<file path="src/rtl/ifetch_unit.sv">
// ifetch_unit: instruction fetch with a single outstanding memory request,
// jump flush of in-flight data and a FIFO_DEPTH-entry instruction buffer.
module ifetch_unit #(
    parameter int FIFO_DEPTH = 2
) (
    input  logic        i_clock,
    input  logic        i_reset_n,
    input  logic [31:0] i_pc_addr,
    input  logic        i_jump_flag,
    output logic        o_hold_req,
    output logic        o_mem_req,
    output logic [31:0] o_mem_addr,
    input  logic        i_mem_gnt,
    input  logic        i_mem_rvalid,
    input  logic [31:0] i_mem_rdata,
    output logic        o_inst_valid,
    output logic [31:0] o_inst,
    output logic [31:0] o_inst_addr,
    input  logic        i_inst_ready
);
    localparam int AW = $clog2(FIFO_DEPTH);
    localparam logic [AW:0] FULL = FIFO_DEPTH[AW:0];

    typedef enum logic [1:0] {IDLE, WAIT_RSP, DISCARD} state_t;

    state_t        state_q, state_d;
    logic [AW-1:0] wr_q, wr_d, rd_q, rd_d;
    logic [AW:0]   count_q, count_d;
    logic [31:0]   pend_q, pend_d;
    logic [31:0]   data_q [FIFO_DEPTH];
    logic [31:0]   addr_q [FIFO_DEPTH];
    logic          grant, push, pop;

    assign o_mem_req    = i_reset_n && state_q == IDLE && count_q < FULL && !i_jump_flag;
    assign o_mem_addr   = i_pc_addr;
    assign grant        = o_mem_req && i_mem_gnt;
    assign o_hold_req   = !grant;
    assign o_inst_valid = count_q != '0;
    assign o_inst       = o_inst_valid ? data_q[rd_q] : '0;
    assign o_inst_addr  = o_inst_valid ? addr_q[rd_q] : '0;
    // A jump kills both the response in flight and anything about to be popped
    assign push         = state_q == WAIT_RSP && i_mem_rvalid && !i_jump_flag;
    assign pop          = o_inst_valid && i_inst_ready && !i_jump_flag;

    always_comb begin
        state_d = state_q;
        pend_d  = pend_q;
        wr_d    = wr_q;
        rd_d    = rd_q;
        count_d = count_q;
        case (state_q)
            IDLE: if (grant) begin
                state_d = WAIT_RSP;
                pend_d  = i_pc_addr;
            end
            WAIT_RSP: state_d = i_mem_rvalid ? IDLE : (i_jump_flag ? DISCARD : WAIT_RSP);
            DISCARD:  state_d = i_mem_rvalid ? IDLE : DISCARD;
            default:  state_d = IDLE;
        endcase
        if (i_jump_flag) begin
            wr_d    = '0;
            rd_d    = '0;
            count_d = '0;
        end else begin
            if (push) wr_d = wr_q + 1'b1;
            if (pop) rd_d = rd_q + 1'b1;
            if (push && !pop) count_d = count_q + 1'b1;
            if (pop && !push) count_d = count_q - 1'b1;
        end
    end

    always_ff @(posedge i_clock) begin
        if (!i_reset_n) begin
            state_q <= IDLE;
            pend_q  <= '0;
            wr_q    <= '0;
            rd_q    <= '0;
            count_q <= '0;
        end else begin
            state_q <= state_d;
            pend_q  <= pend_d;
            wr_q    <= wr_d;
            rd_q    <= rd_d;
            count_q <= count_d;
        end
    end

    always_ff @(posedge i_clock) begin
        if (push) begin
            data_q[wr_q] <= i_mem_rdata;
            addr_q[wr_q] <= pend_q;
        end
    end
endmodule

</file>
<file path="config.mk">
export PLATFORM = sky130hd
export DESIGN_NAME = ifetch_unit
export DESIGN_NICKNAME = d
export VERILOG_FILES = /design/src/rtl/ifetch_unit.sv
export SDC_FILE = /design/constraint.sdc
export NUM_CORES = 1
export LEC_CHECK = 0
export BUFFER_PORTS_ARGS = -buffer_cell sky130_fd_sc_hd__buf_2
export CAP_MARGIN = 20
export CORE_UTILIZATION = 30
export CTS_CLUSTER_DIAMETER = 60
export CTS_CLUSTER_SIZE = 16
export DETAILED_ROUTE_END_ITERATION = 16
export HOLD_SLACK_MARGIN = 0.1
export PLACE_DENSITY_LB_ADDON = 0.25
export SLEW_MARGIN = 40
export SYNTH_ARGS = -nofsm -noshare
export SYNTH_HDL_FRONTEND = slang
export SYNTH_SLANG_ARGS = --single-unit
export TNS_END_PERCENT = 50
</file>
<file path="constraint.sdc">
create_clock -name i_clock -period 13.45 [get_ports i_clock]
set_clock_uncertainty 0.2 [all_clocks]
set_input_delay 2.69 -clock i_clock [delete_from_list [all_inputs] [get_ports i_clock]]
set_output_delay 2.69 -clock i_clock [all_outputs]
set_load 0.02 [all_outputs]
</file>
==> results of run 1 <==
stage by stage:
stage | hold slack (ns) | worst slack [ns] | utilization, %
after floorplan | 0.225 | 7.08 | -
after global placement | 0.235 | 5.87 | 35.0
after detailed placement | 0.239 | 5.82 | 35.0
after CTS | 0.255 | 5.82 | 37.9
after global routing | 0.265 | 5.66 | 38.1
final | 0.257 | 5.82 | 38.1
area by class of cell:
type	instances	area, µm²	share of cell area, %
Sequential cell	167	4630	57.3
Multi-Input combinational cell	254	1560	19.3
Timing Repair Buffer	174	917	11.4
Clock buffer	17	425	5.27
Tap cell	275	344	4.26
Clock inverter	15	194	2.40
Inverter	3	11.3	0.139
kinds of logic (layout without fill, tap and decap cells):
kind of cell             Yosys count  count (layout)
AO/OA/AOI/OAI                     36              36
flip-flops                       167             167
multiplexers                      65              65
XOR/XNOR                           4               4
buffers and inverters             63             209
AND/OR/NAND/NOR                  148             148
adder cells (fa/ha/maj)            1               1
metal layers:
| metal | global-route usage, % | vias to the layer above | wire [µm] |
|---|---|---|---|
| met5 | 0 | - | 0 |
| met4 | 3.67 | 0 | 103 |
| met3 | 3.96 | 7 | 769 |
| met2 | 21.7 | 113 | 6890 |
| met1 | 15.1 | 1917 | 6000 |
| li1 | - | 1957 | - |
cells in the mapped netlist:
master,number,area (µm²)
mux2i_1,64,641
o21ai_0,31,155
and3_1,1,6.26
a22oi_1,1,7.51
nand4bb_1,1,11.3
mux2_2,1,11.3
buf_4,32,240
nand2_1,33,124
nor2_1,75,282
o21ai_1,3,15.0
buf_2,17,85.1
xor2_1,2,17.5
nor4bb_1,1,10.0
clkbuf_1,8,30.0
dfxtp_1,39,781
nand2b_1,1,6.26
and2_4,1,8.76
a21oi_1,1,5.00
nor3b_1,2,15.0
buf_6,3,33.8
nand3_1,30,150
nand4_1,2,12.5
inv_1,3,11.3
xnor2_1,2,17.5
or3_1,1,6.26
edfxtp_1,128,3840
ha_1,1,12.5
power by group through the flow:
stage / Sequential, W / Combinational, W / Clock [W]
floorplan: 0.000576 / 0.0000285 / 0
global placement: 0.000576 / 0.0000429 / 0
detailed placement: 0.000577 / 0.0000441 / 0
CTS: 0.000566 / 0.0000443 / 0.000518
global route: 0.000566 / 0.0000490 / 0.000540
finish: 0.000566 / 0.0000446 / 0.000505
worst max-delay path by stage:
stage / slack [ns] / cells past startpoint / endpoint / start
6_report: 5.82 / 6 / o_hold_req / i_reset_n
5_1_grt: 5.66 / 6 / o_hold_req / i_reset_n
3_5_place_dp: 5.82 / 6 / o_hold_req / i_reset_n
4_1_cts: 5.82 / 6 / o_hold_req / i_reset_n
3_3_place_gp: 5.87 / 6 / o_hold_req / i_reset_n
2_1_floorplan: 7.08 / 5 / o_hold_req / i_reset_n
registers in the layout, indices dropped and copies added (netlist names), named ones only:
name,cells
addr_q,64
wr_q,1
rd_q,1
count_q,2
data_q,64
state_q,2
pend_q,32
==> qor.json, run 1 <==
{
  "cts-hold-fix-buffers": 0,
  "fillCellCount": 2082,
  "congestion_overflow_gr": 0,
  "tns_ns": 0,
  "synth_warnings": 0,
  "first_global_vias": 4001,
  "max_cap_viol_count": 0,
  "holdCritPathClass": "flop to flop",
  "clock_insertion_delay_worst_skew_ns": 0.41,
  "cts_max_path_buffers": 2,
  "p_total_w": 0.00112,
  "timing.critical_path.slowest_stage_cell": "buf_2",
  "drt.antenna.violating_nets": 0,
  "timing.critical_path.max_delay_family": "buffers and inverters",
  "power_frac_clock_pct": 45.3,
  "synth_top_family_by_area": "multiplexers",
  "final_cell_count_without_fillers": 905,
  "critical_path_arrival_ns": 4.74,
  "globalRouteTotalUtil_pct": 12.7,
  "placement.cell_area_um2": 7430,
  "die_height_um": 150,
  "antenna-diode-count": 0,
  "standby_leakage_power_nw": 2.99,
  "crit_buf_inv": 4,
  "antenna_violations_before_repair": 0,
  "ir_drop_mv": 0.0773,
  "routed-via-count": 3994,
  "critical_path_class": "input port to output port",
  "dpl.cell_count": 872,
  "post_synth_and_or_nand_nor_area_fraction_pct": 9.66,
  "syn_avg_cell_area_um2": 13.5,
  "finalWirelength_um": 13800,
  "synth_sequential_area_ratio_pct": 70.7,
  "finalNetCount": 688,
  "cts_sinks": 167,
  "final_cell_mix": "buf_2 (168), edfxtp_1 (128), nor2_1 (71), mux2i_1 (64), dfxtp_1 (38)",
  "h-tree-depth": 4,
  "clock_tree.root_cell": "clkbuf_16",
  "synth_fa_ha_area_share_pct": 0.191,
  "cp-end-kind": "output port",
  "swShare_pct": 21.5,
  "postCtsResizedCells": 0,
  "detailedPlacementHpwl_um": 8540,
  "final-hold-violation-count": 0,
  "inserted_clock_buffers": 17,
  "vias_per_cell": 4.41,
  "rows": 53,
  "clk_pin_slew_worst_setup_hold_paths_ns": 0.07,
  "place_congestion": 0.712,
  "floorplan.initialDensity_pct": 30.8,
  "path_cells": "buf_2, nor4bb_4, buf_4, and2_4, inv_1, buf_2",
  "max_freq_mhz": 131,
  "cp-start-kind": "input port",
  "final_area_um2": 8080,
  "netlist_area_um2": 6540,
  "p_comb_share_pct": 4.0,
  "power_switching_w": 0.000240,
  "avgRoutedWirePerCell_um": 15.2,
  "r2r_end": "addr_q[1][25]",
  "grt_first_pass_wirelength_um": 21100,
  "worst_ep_required_time_ns": 10.56,
  "cpMostUsedCell": "buf_2",
  "yosysUniqueCellTypes": 27,
  "p_int_w": 0.000875,
  "timing_worst_slew_pin_value_ns": 0.812,
  "postCtsSetupBuffers": 0,
  "cp_max_fo": 39,
  "grt_max_degree": 66,
  "layout.cells.most_common": "buf_2",
  "ys_seq_elements": 167,
  "syn-num-nets": 555,
  "outcome": "finished clean",
  "synth.area.mux_share_pct": 9.97,
  "maxSlewViolCount": 0,
  "die-width_um": 150,
  "rsz0062_at_grt": "false",
  "synth_xor_xnor_area_share_pct": 0.536,
  "setup.reg_to_reg.worst_slack_ns": 11.23,
  "timing.slew.headroom_pct": 45.9,
  "syn_inst": 484,
  "final.period_utilization_pct": 56.7,
  "number_of_placed_i_o_pins": 169,
  "areaGrowthSynthToFinish_pct": 23.6,
  "min_to": "addr_q[1][15]",
  "core_um2": 21200,
  "drc_markers": 0,
  "power.sequential.fraction_pct": 50.7,
  "firstDrtPassIters": 4,
  "cts_tree": "yes",
  "hold_path_depth": 0,
  "reg2reg_depth": 3,
  "timing.rr.start": "state_q[0]",
  "drtIter0Drc": 121,
  "port_buffers": 168,
  "setup-violations-final": 0,
  "synth-compound-area-share_pct": 2.79,
  "fin_crit_ns": 7.63,
  "pwr_density_cell_nw_per_um2": 138,
  "cp_slowest_stage_delay_ns": 0.56,
  "fraction_of_layout_instances_using_a_drive_strength_above_1_pct": 34.0,
  "worst_hold_startpoint": "pend_q[15]",
  "design.die.area_um2": 22400
}
Power figures use the tool's default switching activity.
==> run 2: changes to the inputs <==
==> constraint.sdc (replaced) <==
create_clock -name i_clock -period 8 [get_ports i_clock]
set_clock_uncertainty 0.2 [all_clocks]
set_input_delay 1.6 -clock i_clock [delete_from_list [all_inputs] [get_ports i_clock]]
set_output_delay 1.6 -clock i_clock [all_outputs]
set_load 0.02 [all_outputs]
==> run 2 against run 1 <==
- total power rose by 59%
- sequential power rose by 68%
- combinational power rose by 65%
- register-to-register slack got worse by 5.4 ns
- critical path depth did not move
- clock-buffer cell count rose by 3
- global-route usage fell by 0.20 points
- final cell count fell by 0.11%
- largest power group unchanged
- hold slack got worse by 0.0017 ns
==> qor.json, run 2 (same netlist as run 1, synthesis figures left out) <==
{
  "congestion_overflow_gr": {"value": 0, "change": "unchanged"},
  "cp_slowest_stage_delay": {"value": 0.54, "unit": "ns", "change": "-0.02 ns"},
  "port_buffers": {"value": 168, "change": "unchanged"},
  "placement.cell_area": {"value": 7430, "unit": "µm²", "change": "unchanged"},
  "fillCellCount": {"value": 2082, "change": "unchanged"},
  "die-width": {"value": 150, "unit": "µm", "change": "unchanged"},
  "tns": {"value": 0, "unit": "ns", "change": "unchanged"},
  "biggestRegsByFlops": "addr_q: 64 flops, data_q: 64 flops, pend_q: 32 flops",
  "firstDrtPassIters": {"value": 5, "change": "+1"},
  "final_cell_mix": "buf_2 (168), edfxtp_1 (128), nor2_1 (71), mux2i_1 (64), dfxtp_1 (38)",
  "max_freq_mhz": 185,
  "setup-violations-final": {"value": 0, "change": "unchanged"},
  "first_global_vias": {"value": 3927, "change": "-1.8%"},
  "antenna_violations_before_repair": {"value": 0, "change": "unchanged"},
  "postCtsResizedCells": {"value": 0, "change": "unchanged"},
  "routed-via-count": {"value": 4046, "change": "+1.3%"},
  "finalWirelength": {"value": 13500, "unit": "µm", "change": "-1.8%"},
  "finalNetCount": {"value": 687, "change": "-0.15%"},
  "antenna-diode-count": {"value": 0, "change": "unchanged"},
  "grt_first_pass_wirelength": {"value": 20700, "unit": "µm", "change": "-1.5%"},
  "place_congestion": {"value": 0.712, "change": "about the same"},
  "cts_max_path_buffers": {"value": 2, "change": "unchanged"},
  "critical_path_arrival": {"value": 3.59, "unit": "ns", "change": "-1.15 ns"},
  "drc_markers": {"value": 0, "change": "unchanged"},
  "multi_input_area": {"value": 1560, "unit": "µm²", "change": "unchanged"},
  "rsz0062_at_grt": "false",
  "cp-end-kind": "output port",
  "grt_max_degree": {"value": 66, "change": "unchanged"},
  "final-seq-area": {"value": 4630, "unit": "µm²", "change": "unchanged"},
  "design.die.area": {"value": 22400, "unit": "µm²", "change": "unchanged"},
  "cts_tree": "yes",
  "final.period_utilization_pct": 67.4,
  "pwr_density_cell": {"value": 222, "unit": "nW/µm²", "change": "+61%"},
  "max_cap_viol_count": {"value": 0, "change": "unchanged"},
  "vias_per_cell": {"value": 4.48, "change": "+1.4%"},
  "globalRouteTotalUtil": {"value": 12.5, "unit": "%", "change": "-0.20 points"},
  "outcome": "finished clean",
  "path_cells": "buf_2, nor4bb_4, buf_4, and2_4, inv_1, buf_2",
  "hold_slack": {"value": 0.255, "unit": "ns", "change": "-0.00171 ns"},
  "drtIter0Drc": {"value": 116, "change": "-4.1%"},
  "highest_layer": "met4",
  "avgRoutedWirePerCell": {"value": 15.0, "unit": "µm", "change": "-1.7%"},
  "standby_leakage_power": {"value": 2.95, "unit": "nW", "change": "-1.2%"},
  "clock_tree.root_cell": "clkbuf_16",
  "timing_worst_slew_pin_value": {"value": 0.771, "unit": "ns", "change": "-0.0413 ns"},
  "final_area": {"value": 7980, "unit": "µm²", "change": "-1.2%"},
  "final-hold-violation-count": {"value": 0, "change": "unchanged"},
  "inserted_clock_buffers": {"value": 17, "change": "unchanged"},
  "dr_wl_met2": {"value": 6510, "unit": "µm", "change": "-5.5%"},
  "number_of_placed_i_o_pins": {"value": 169, "change": "unchanged"},
  "timing.critical_path.slowest_stage_cell": "buf_2",
  "fin_crit_ns": 5.39,
  "rows": {"value": 53, "change": "unchanged"},
  "holdCritPathClass": "flop to flop",
  "critical_path_class": "input port to output port",
  "maxSlewViolCount": {"value": 0, "change": "unchanged"},
  "cts_sinks": {"value": 167, "change": "unchanged"},
  "clock_insertion_delay_worst_skew": {"value": 0.42, "unit": "ns", "change": "about the same"},
  "cts-hold-fix-buffers": {"value": 0, "change": "unchanged"},
  "detailedPlacementHpwl": {"value": 8630, "unit": "µm", "change": "+1.1%"},
  "die_height": {"value": 150, "unit": "µm", "change": "unchanged"},
  "core": {"value": 21200, "unit": "µm²", "change": "unchanged"},
  "clk_pin_slew_worst_setup_hold_paths": {"value": 0.06, "unit": "ns", "change": "about the same"},
  "ir_drop": {"value": 0.135, "unit": "mV", "change": "+74%"},
  "floorplan.initialDensity": {"value": 30.8, "unit": "%", "change": "unchanged"},
  "h-tree-depth": {"value": 4, "change": "unchanged"},
  "layout.cells.most_common": "buf_2",
  "drt.antenna.violating_nets": {"value": 0, "change": "unchanged"},
  "cp-start-kind": "input port",
  "detail_route.wirelength.met1": {"value": 5940, "unit": "µm", "change": "-1.0%"},
  "met3_length": {"value": 739, "unit": "µm", "change": "-3.9%"},
  "cp_max_fo": {"value": 39, "change": "unchanged"},
  "timing.slew.headroom": {"value": 48.5, "unit": "%", "change": "+2.6 points"},
  "worst_ep_required_time": {"value": 6.20, "unit": "ns", "change": "-4.36 ns"},
  "postCtsSetupBuffers": {"value": 0, "change": "unchanged"},
  "areaGrowthSynthToFinish_pct": 22.1,
  "fraction_of_layout_instances_using_a_drive_strength_above_1": {"value": 33.7, "unit": "%", "change": "-0.26 points"},
  "cpMostUsedCell": "buf_2"
}
[run 2: area by class of cell]
cell class / count / share of cell area, %
clock inverters: 12 / 1.14
clock buffers: 20 / 5.72
flip-flops and latches: 167 / 58.0
multi-input cells: 254 / 19.5
inverters: 3 / 0.141
well taps: 275 / 4.31
repair buffers: 173 / 11.2
[run 2: worst max-delay path: cells and delay by family]
kind	cells	cell delay [ns]
and+or+nand+nor	2	0.79
buffers and inverters	4	1.18
[run 2: layer usage]
metal	vias up	track usage, %
met1	1929	15.2
met5	-	0
met3	21	2.96
met2	137	20.7
li1	1959	-
met4	0	5.92
[run 2: report_power, final]
| group | internal, W | switching, W |
|---|---|---|
| sequential | 0.000944 | 0.00000746 |
| clock | 0.000418 | 0.000332 |
| combinational | 0.0000269 | 0.0000465 |
[run 2: final timing paths]
check,cells past startpoint,slack (ns),to,startpoint
max,6,2.61,o_hold_req,i_reset_n
min,0,0.26,addr_q[1][2],pend_q[2]
min reg2reg,0,0.26,addr_q[1][2],pend_q[2]
max reg2reg,3,5.79,data_q[1][30],state_q[0]
[run 2: metrics by stage]
step | util, % | power (W) | worst slack [ns] | instances
6_report | 37.6 | 0.00177 | 2.61 | 904
3_3_place_gp | 35.0 | 0.00104 | 2.62 | 872
5_1_grt | 37.6 | 0.00184 | 2.40 | 904
3_5_place_dp | 35.0 | 0.00104 | 2.53 | 872
4_1_cts | 37.6 | 0.00180 | 2.54 | 904
2_1_floorplan | - | 0.00102 | 2.73 | 484
